## src/rtl/router_reg_gen.sv

```systemverilog
// Router register block: captures the header, steers header/payload/held bytes to the output FIFO, and checks each packet.
// Latency: dout updates one clock after the lfd/ld/laf state is sampled; err/len_err follow parity_done by one clock.
// Backpressure: fifo_full parks the current byte in a hold register and keeps dout; laf_state releases the parked byte.
module router_reg_gen #(
    parameter int DATA_W   = 8,
    parameter int ADDR_W   = 2,
    parameter int CHK_MODE = 0,
    parameter int CNT_W    = 8
) (
    input  logic              clock,
    input  logic              resetn,
    input  logic              pkt_valid,
    input  logic [DATA_W-1:0] data_in,
    input  logic              fifo_full,
    input  logic              rst_int_reg,
    input  logic              detect_add,
    input  logic              lfd_state,
    input  logic              ld_state,
    input  logic              laf_state,
    input  logic              full_state,
    output logic [DATA_W-1:0] dout,
    output logic              err,
    output logic              parity_done,
    output logic              low_pkt_valid,
    output logic              len_err,
    output logic [CNT_W-1:0]  err_count
);

    // LEN occupies the header bits above the address; the payload counter
    // carries one extra bit so an overlong packet cannot wrap back onto LEN.
    localparam int LEN_W  = DATA_W - ADDR_W;
    localparam int PCNT_W = LEN_W + 1;

    logic [DATA_W-1:0] header_q;
    logic [DATA_W-1:0] hold_q;
    logic [DATA_W-1:0] acc_q;
    logic [DATA_W-1:0] chk_q;
    logic [PCNT_W-1:0] pcnt_q;
    logic              pd_seen_q;

    logic              lfd_go;
    logic              ld_go;
    logic              laf_go;
    logic              addr_ok;
    logic              hdr_load;
    logic              fold_en;
    logic              chk_load;
    logic              pd_set;
    logic              pd_rise;
    logic              acc_mismatch;
    logic              len_mismatch;
    logic [DATA_W-1:0] acc_fold;
    logic [LEN_W-1:0]  len_field;

    // detect_add starts a new packet, so it masks every other state input.
    assign lfd_go = lfd_state & ~detect_add;
    assign ld_go  = ld_state  & ~detect_add;
    assign laf_go = laf_state & ~detect_add;

    // The all-ones address is reserved and never accepted as a destination.
    assign addr_ok  = (data_in[ADDR_W-1:0] != {ADDR_W{1'b1}});
    assign hdr_load = detect_add & pkt_valid & addr_ok;

    // Payload bytes count only while the FIFO path is not stalled; a pkt_valid
    // drop during load marks the current byte as the packet check byte.
    assign fold_en  = ld_go & pkt_valid & ~full_state;
    assign chk_load = ld_go & ~pkt_valid;

    // The check byte is done either when it goes straight out, or when it was
    // parked by fifo_full and is later released from the hold register.
    assign pd_set = (ld_go & ~fifo_full & ~pkt_valid)
                  | (laf_go & low_pkt_valid & ~parity_done);

    // Checks are evaluated once, on the clock after parity_done first rises.
    assign pd_rise = parity_done & ~pd_seen_q;

    assign len_field    = header_q[DATA_W-1:ADDR_W];
    assign acc_mismatch = (acc_q != chk_q);
    assign len_mismatch = (pcnt_q != {1'b0, len_field});

    // Fold operator selected by CHK_MODE: XOR parity or modulo-2^DATA_W sum.
    always_comb begin
        acc_fold = acc_q ^ data_in;
        if (CHK_MODE == 1) begin
            acc_fold = acc_q + data_in;
        end
    end

    // Header capture for valid destinations only.
    always_ff @(posedge clock) begin
        if (!resetn) begin
            header_q <= '0;
        end else if (hdr_load) begin
            header_q <= data_in;
        end
    end

    // Output data steering: header, live payload, or the byte parked during a full FIFO.
    always_ff @(posedge clock) begin
        if (!resetn) begin
            dout   <= '0;
            hold_q <= '0;
        end else if (lfd_go) begin
            dout <= header_q;
        end else if (ld_go && !fifo_full) begin
            dout <= data_in;
        end else if (ld_go && fifo_full) begin
            hold_q <= data_in;
        end else if (laf_go) begin
            dout <= hold_q;
        end
    end

    // Running check accumulator, seeded with the header on the first-data cycle.
    always_ff @(posedge clock) begin
        if (!resetn) begin
            acc_q <= '0;
        end else if (detect_add) begin
            acc_q <= '0;
        end else if (lfd_go) begin
            acc_q <= header_q;
        end else if (fold_en) begin
            acc_q <= acc_fold;
        end
    end

    // Saturating payload byte counter, compared against LEN at check time.
    always_ff @(posedge clock) begin
        if (!resetn) begin
            pcnt_q <= '0;
        end else if (detect_add) begin
            pcnt_q <= '0;
        end else if (fold_en && !(&pcnt_q)) begin
            pcnt_q <= pcnt_q + {{(PCNT_W-1){1'b0}}, 1'b1};
        end
    end

    // Check byte latch; it is only consumed after parity_done, so it is not cleared per packet.
    always_ff @(posedge clock) begin
        if (!resetn) begin
            chk_q <= '0;
        end else if (chk_load) begin
            chk_q <= data_in;
        end
    end

    // low_pkt_valid is owned by the controller: set on pkt_valid drop, cleared only by rst_int_reg.
    always_ff @(posedge clock) begin
        if (!resetn) begin
            low_pkt_valid <= 1'b0;
        end else if (rst_int_reg) begin
            low_pkt_valid <= 1'b0;
        end else if (chk_load) begin
            low_pkt_valid <= 1'b1;
        end
    end

    // parity_done is sticky for the rest of the packet; pd_seen_q tracks its previous value.
    always_ff @(posedge clock) begin
        if (!resetn) begin
            parity_done <= 1'b0;
            pd_seen_q   <= 1'b0;
        end else begin
            pd_seen_q <= parity_done;
            if (detect_add) begin
                parity_done <= 1'b0;
            end else if (pd_set) begin
                parity_done <= 1'b1;
            end
        end
    end

    // Error flags are computed once per packet and held until the next header.
    always_ff @(posedge clock) begin
        if (!resetn) begin
            err     <= 1'b0;
            len_err <= 1'b0;
        end else if (detect_add) begin
            err     <= 1'b0;
            len_err <= 1'b0;
        end else if (pd_rise) begin
            err     <= acc_mismatch;
            len_err <= len_mismatch;
        end
    end

    // Saturating count of bad packets; survives detect_add and only clears on reset.
    always_ff @(posedge clock) begin
        if (!resetn) begin
            err_count <= '0;
        end else if (!detect_add && pd_rise && (acc_mismatch || len_mismatch)
                     && !(&err_count)) begin
            err_count <= err_count + {{(CNT_W-1){1'b0}}, 1'b1};
        end
    end

endmodule

```

## config.mk

```make
export PLATFORM = sky130hd
export DESIGN_NAME = router_reg_gen
export DESIGN_NICKNAME = d
export VERILOG_FILES = /design/src/rtl/router_reg_gen.sv
export SDC_FILE = /design/constraint.sdc
export NUM_CORES = 1
export LEC_CHECK = 0
export ABC_AREA = 1
export BUFFER_PORTS_ARGS = -buffer_cell sky130_fd_sc_hd__buf_2
export CAP_MARGIN = 20
export CORE_MARGIN = 2
export CORE_UTILIZATION = 55
export DETAILED_ROUTE_END_ITERATION = 8
export HOLD_SLACK_MARGIN = 0.06
export PLACE_DENSITY = 0.75
export SLEW_MARGIN = 20
export SYNTH_ARGS = -nofsm -noshare
export SYNTH_HDL_FRONTEND = slang
export SYNTH_SLANG_ARGS = --single-unit
```

## constraint.sdc

```tcl
create_clock -name clock -period 2.1 [get_ports clock]
set_input_delay 0.42 -clock clock [delete_from_list [all_inputs] [get_ports clock]]
set_output_delay 0.42 -clock clock [all_outputs]
set_load 0.1 [all_outputs]
```

==> results of run 1 <==
-- power by group --
group	switching (mW)	internal [mW]	leakage (nW)
clock network	0.423	0.483	0.0893
logic	0.284	0.0865	0.959
registers	0.0222	1.18	0.489
total	0.729	1.75	1.54
-- per-layer routing --
layer,track usage,share of wire,vias up
li1,-,-,1503
met1,0.312,0.46,1262
met2,0.433,0.47,74
met3,0.0733,0.049,11
met4,0.107,0.024,0
met5,0,0,-
-- cells in the final DEF, fill, tap and decap left out --
cell	n
a211oi_1	2
a21oi_1	49
a21oi_4	1
a31oi_1	9
buf_2	37
buf_4	3
clkbuf_1	2
clkbuf_8	11
clkinv_2	2
dfxtp_1	58
dfxtp_2	2
ha_1	2
inv_1	68
inv_2	4
nand2_1	100
nand2_2	3
nand2_4	2
nand3_1	10
nand4_1	10
nor2_1	51
nor2_2	1
nor2_4	1
nor3_1	4
nor3_2	1
nor3_4	2
nor3b_2	1
o211ai_1	2
o211ai_2	1
o21ai_0	42
o21ai_1	3
xnor2_1	1
xor2_1	1
-- kinds of logic (layout without fill, tap and decap cells) --
kind of cell / Yosys count / count (layout) / share of synthesized area
buf+inv: 85 / 127 / 0.117
simple gates: 186 / 186 / 0.272
flops: 60 / 60 / 0.401
xor+xnor: 2 / 2 / 0.00585
compound gates: 109 / 109 / 0.196
fa+ha+maj: 2 / 2 / 0.00836
-- metrics by stage --
| step | instance area (µm²) | total power [mW] | hold slack, ps | worst slack (ps) |
|---|---|---|---|---|
| after floorplan | 3000 | 1.51 | 430 | 134 |
| after global placement | 3210 | 1.59 | 428 | 431 |
| after detailed placement | 3210 | 1.59 | 443 | 376 |
| after CTS | 3380 | 2.50 | 219 | 458 |
| after global routing | 3380 | 2.58 | 229 | 313 |
| final | 3380 | 2.48 | 233 | 484 |
-- path summary, 6_finish.rpt --
check | start | to | cells after the start
worst max-delay path | err_count[2]$_SDFFE_PN0P_ | err_count[2] | 1
worst min-delay path | rst_int_reg | low_pkt_valid$_SDFFE_PP0P_ | 2
worst max register to register | acc_q[5]$_SDFFE_PP0P_ | err_count[1]$_SDFFE_PN0P_ | 11
worst min register to register | parity_done$_SDFFE_PP0P_ | pd_seen_q$_SDFF_PN0_ | 2
-- sequential cells by signal, indices dropped and copies added, names as in the netlist --
signal	flops
acc_q	8
chk_q	8
dout	8
err_count	8
header_q	8
hold_q	8
pcnt_q	7
err	1
len_err	1
low_pkt_valid	1
parity_done	1
pd_seen_q	1
-- cell type report --
cell class / instances / share of cell area
clock buffers: 13 / 0.0470
clock inverters: 2 / 0.00296
inverters: 72 / 0.0800
multi-input cells: 299 / 0.427
flip-flops and latches: 60 / 0.356
well taps: 70 / 0.0259
repair buffers: 40 / 0.0615
==> results by group, run 1 <==
Floorplan
  • Total die area: 6050 µm²
  • Cell row count: 26
  • Io pins: 38
  • Core ar.: 5170 µm²
  • Die Y: 77.8 µm
  • Initial cell density of the core: 0.579
  • Die X-Extent: 77.8 µm

Critical path
  • CP top delay family: buffers and inverters
  • Critical Path Max Stage Delay: 460 ps
  • Worst path bufs/invs: 1
  • FF-to-FF setup slack: 520 ps
  • Startpoint Class: flop
  • Critical Path RT: 1680 ps
  • Crit path max fanout: 5
  • Crit Path Category: reg -> out
  • Crit-path cells: buf_2
  • Critical path endpoint category: output port
  • Slowest CP cell: buf_2
  • WP data arrival: 1200 ps

Placement
  • RD Place Congestion: 0.940
  • Placed Instances: 541
  • Post-DP HPWL: 5.06 mm
  • Number of I/O port buffers: 37

Detailed routing
  • Number of remaining DRC errors: 0
  • Antenna-violating nets left: 0
  • Iter 0 DRT Violations: 189
  • Post-DR wirelength/cell: 12.9 µm
  • DR vias: 2850
  • Vias per cell: 5.13
  • First-pass detailed-route iteration total: 4
  • Routed WL: 7.17 mm

Synthesis
  • YS warnings: 0
  • Most instantiated library cell after synthesis: nand2_1
  • Share of flip-flops with an asynchronous set or reset: 0
  • Syn Nets: 464
  • Synth area leaders: dfxtp_1 40%, nand2_1 13%, inv_1 8.5%
  • Seq cells post-synth: 60
  • Most frequent cells after synthesis: 100 x nand2_1, 68 x inv_1, 60 x dfxtp_1
  • EDFF count, synth: 0
  • Synth top area share: 0.401
  • Seq/Total Area, Yosys: 0.401
  • Synth cell types: 30
  • Synth Flop Type: dfxtp_1
  • Largest area contributor in the netlist: dfxtp_1
  • Syn Inst Count: 444
  • Avg Inst Size Synth: 6.74 µm²
  • Netlist Area Pre-Place: 2990 µm²

Power
  • Leakage power: 1.54 nW
  • Power per cell area: 733 nW/µm²
  • Worst vdd ir: 0.490 mV

Status
  • Status: finished, final reports clean

CTS
  • Post-CTS Repair Setup Buffers: 0
  • CTS H-tree lvls: 3
  • Num CTS Buffers: 9
  • Worst-path clk slew: 60 ps
  • Hold buffers post-CTS: 0
  • Root buffer cell: clkbuf_8
  • Clk Latency, worst-skew pair: 340 ps
  • Maximum clock path buffer count: 2
  • CTS tree: built
  • CTS sink cnt: 60
  • Resized Gates After CTS: 0

Timing
  • FMAX: 619 MHz
  • Rel. slew slack: 0.605
  • Final Hold Vio Count: 0
  • Worst slew pin tran: 591 ps
  • Final min period: 1620 ps
  • Final setup vio count: 0
  • Fin crit share: 0.769
  • TNS Setup: 0 ps
  • Slew Viols, Final: 0
  • RSZ-0062 raised after global routing: no
  • Clock Skew: 8.35 ps

Cells and area
  • Area grow syn2layout: 12.9%
  • Multi-input gate area: 1440 µm²
  • FF/Latch Area: 1200 µm²
  • Layout cells sized above 1: 0.148
  • Ant. Diodes: 0
  • Nets: 502
  • Number of fill cells: 442
  • Fin util: 0.653
  • Non-filler cells, final: 556

GRT
  • First-pass GRT wire length: 12.3 mm
  • Largest net degree at the start of global routing: 42
  • Total GRT Usage: 0.259
  • Initial antenna violation count: 0
  • Vias in the first global route: 2699
  • Gr ovfl total: 0

Worst hold path
  • Hold crit path type: in -> reg

Flow run
  • MaxCap Viol Count: 0
Note: power is estimated with default switching activity, not from simulation.
==> run 2: changes to the inputs <==
--- a/config.mk
+++ b/config.mk
@@ -5,11 +5,11 @@
 export SDC_FILE = /design/constraint.sdc
 export NUM_CORES = 1
 export LEC_CHECK = 0
-export ABC_AREA = 1
+export ABC_AREA = 0
 export BUFFER_PORTS_ARGS = -buffer_cell sky130_fd_sc_hd__buf_2
 export CAP_MARGIN = 20
 export CORE_MARGIN = 2
-export CORE_UTILIZATION = 55
+export CORE_UTILIZATION = 52
 export DETAILED_ROUTE_END_ITERATION = 8
 export HOLD_SLACK_MARGIN = 0.06
 export PLACE_DENSITY = 0.75
==> constraint.sdc (replaced) <==
create_clock -name clock -period 1.3 [get_ports clock]
set_input_delay 0.26 -clock clock [delete_from_list [all_inputs] [get_ports clock]]
set_output_delay 0.26 -clock clock [all_outputs]
set_load 0.1 [all_outputs]
==> results by group, run 2 <==
Status
  • Status: finished, violations left
  • Failing checks: negative setup slack

Floorplan
  • Initial cell density of the core: 0.530
  • Cell row count: 27
  • Die X-Extent: 78.5 µm
  • Die Y: 78.5 µm
  • Total die area: 6160 µm²
  • Core ar.: 5440 µm²
  • Io pins: 38

Synthesis
  • Seq/Total Area, Yosys: 0.416
  • Synth area leaders: dfxtp_1 42%, mux2i_1 17%, nor2b_1 7.2%
  • Syn Nets: 325
  • Synth top area share: 0.416
  • Most instantiated library cell after synthesis: dfxtp_1
  • Avg Inst Size Synth: 9.46 µm²
  • Share of flip-flops with an asynchronous set or reset: 0
  • Syn Inst Count: 305
  • Largest area contributor in the netlist: dfxtp_1
  • EDFF count, synth: 0
  • Synth cell types: 36
  • Seq cells post-synth: 60
  • Synth Flop Type: dfxtp_1
  • YS warnings: 0
  • Netlist Area Pre-Place: 2890 µm²
  • Most frequent cells after synthesis: 60 x dfxtp_1, 48 x mux2i_1, 33 x nor2b_1

Power
  • P_sw: 1.13 mW
  • Leakage power: 1.76 nW
  • Worst vdd ir: 0.874 mV
  • Sw Share: 0.270
  • Power per cell area: 957 nW/µm²
  • Design Power: 4.19 mW
  • Sequential share of power: 0.457
  • Clk network pwr share: 0.371
  • Internal Power: 3.06 mW
  • Combinational power share: 0.171

CTS
  • Worst-path clk slew: 70 ps
  • Num CTS Buffers: 9
  • Root buffer cell: clkbuf_8
  • Hold buffers post-CTS: 0
  • CTS tree: built
  • Clk Latency, worst-skew pair: 330 ps
  • CTS H-tree lvls: 3
  • CTS sink cnt: 60
  • Maximum clock path buffer count: 2

Timing
  • Final Hold Vio Count: 0
  • FMAX: 609 MHz
  • TNS Setup: -3030 ps
  • Rel. slew slack: 0.778
  • Final min period: 1640 ps
  • Slew Viols, Final: 0
  • Final setup vio count: 13
  • Worst slew pin tran: 330 ps
  • Fin crit share: 1.26
  • Clock Skew: 6.53 ps
  • RSZ-0062 raised after global routing: yes
  • Worst setup margin: -342 ps

Critical path
  • Crit path max fanout: 5
  • Worst r2r path cells: 6
  • Critical path endpoint category: flop
  • FF-to-FF setup slack: -340 ps
  • Worst reg2reg startpoint: pcnt_q[3]$_SDFFE_PP0P_
  • WP data arrival: 1850 ps
  • Crit Path Category: reg -> reg
  • Critical Path RT: 1510 ps
  • Startpoint Class: flop
  • RR Endpoint: err_count[6]$_SDFFE_PN0P_

Worst hold path
  • Worst hold path startpoint: rst_int_reg
  • Hold path endpoint: low_pkt_valid$_SDFFE_PP0P_
  • Hold crit path type: in -> reg
  • Hold depth: 2

Placement
  • DP Worst Slack: -328 ps
  • Post-DP HPWL: 4.98 mm
  • RD Place Congestion: 0.787
  • Number of I/O port buffers: 37
  • Placed Instances: 457

Detailed routing
  • DR vias: 2533
  • Vias per cell: 5.26
  • Iter 0 DRT Violations: 92
  • Number of remaining DRC errors: 0
  • First-pass detailed-route iteration total: 5
  • Post-DR wirelength/cell: 16.0 µm
  • Routed WL: 7.73 mm
  • Antenna-violating nets left: 0

Cells and area
  • Area grow syn2layout: 51.9%
  • Commonest cells after routing, fill and taps aside: 54 x buf_4, 48 x mux2i_1, 33 x nor2b_1
  • Commonest non-fill, non-tap cell in the layout: buf_4
  • Layout cells sized above 1: 0.417
  • Ant. Diodes: 0
  • Nets: 425
  • Non-filler cells, final: 482

GRT
  • First-pass GRT wire length: 12.2 mm
  • Gr ovfl total: 0
  • Initial antenna violation count: 0
  • Total GRT Usage: 0.257
  • Largest net degree at the start of global routing: 36
  • Vias in the first global route: 2593

Flow run
  • MaxCap Viol Count: 0
run 2: cell count changes in the layout (fill, tap and decap cells not counted), sizes merged, moves of 8 or more:
cell   change
a21oi     -38
a31oi      -8
buf       +64
inv       -69
mux2i     +48
nand2     -77
nand3      -8
nor2      -27
nor2b     +33
o21ai     -42
xnor2     +10
xor2      +15
run 2: what timing repair did:
| action | 4_1_cts | 5_1_grt |
|---|---|---|
| endpoints found under the setup margin | 14 | 20 |
| cloned | 0 | 1 |
| pin swaps | 14 | 18 |
| resized for setup | 32 | 26 |
| setup buffers | 3 | 8 |
run 2: cell families (layout without fill, tap and decap cells):
family | count (synthesis) | in the layout | share of synthesized area
AOI/OAI and AO/OA | 27 | 27 | 0.0594
xor gates and xnor gates | 27 | 27 | 0.0820
adders and majority gates | 2 | 2 | 0.00867
buffers and inverters | 18 | 123 | 0.0304
DFF | 60 | 60 | 0.416
muxes | 48 | 48 | 0.167
and+or+nand+nor | 123 | 123 | 0.237
run 2: how the worst max path moves through the flow:
stage               cells past startpoint                   endpoint                      from
finish                                  6  err_count[6]$_SDFFE_PN0P_    pcnt_q[3]$_SDFFE_PP0P_
detailed placement                      6  err_count[7]$_SDFFE_PN0P_                detect_add
floorplan                               5  err_count[7]$_SDFFE_PN0P_  parity_done$_SDFFE_PP0P_
global route                            6  err_count[4]$_SDFFE_PN0P_  header_q[5]$_SDFFE_PN0P_
global placement                        6  err_count[7]$_SDFFE_PN0P_                detect_add
CTS                                     6  err_count[4]$_SDFFE_PN0P_     acc_q[2]$_SDFFE_PP0P_
run 2: through the flow:
step | instance area (µm²) | utilization | hold slack [ps]
CTS | 4220 | 0.776 | 65.4
global placement | 3910 | 0.718 | 416
detailed placement | 3910 | 0.718 | 421
finish | 4380 | 0.806 | 77.2
floorplan | 2930 | - | 329
global route | 4380 | 0.806 | 75.1
run 2: cell type report:
| type | instances | area, µm² |
|---|---|---|
| clock inverter | 1 | 5.00 |
| clock buffer | 15 | 176 |
| fill | 314 | 1060 |
| timing repair buffer | 104 | 1070 |
| inverter | 3 | 11.3 |
| tap | 72 | 90.1 |
| multi-input combinational | 227 | 1780 |
| sequential | 60 | 1250 |
run 2: power by group through the flow:
stage	sequential, mW	combinational (mW)	clock (mW)
floorplan	2.04	0.278	0
global placement	1.95	0.616	0
detailed placement	1.95	0.632	0
CTS	1.92	0.679	1.56
global route	1.92	0.767	1.66
finish	1.92	0.719	1.56
run 2: worst max-delay path, stage by stage (launching register included):
cell and delay (ps):
dfxtp_2 330, xor2_1 170, nor4_2 360, and4bb_4 340
buf_6 140, nor3_2 60, mux2i_1 120
run 2: metal layers:
| layer | wire, µm | global-route usage | up-vias |
|---|---|---|---|
| met4 | 161 | 0.132 | 0 |
| met3 | 234 | 0.0621 | 15 |
| met5 | 0 | 0 | - |
| met1 | 3380 | 0.305 | 1225 |
| li1 | - | - | 1236 |
| met2 | 3960 | 0.432 | 57 |
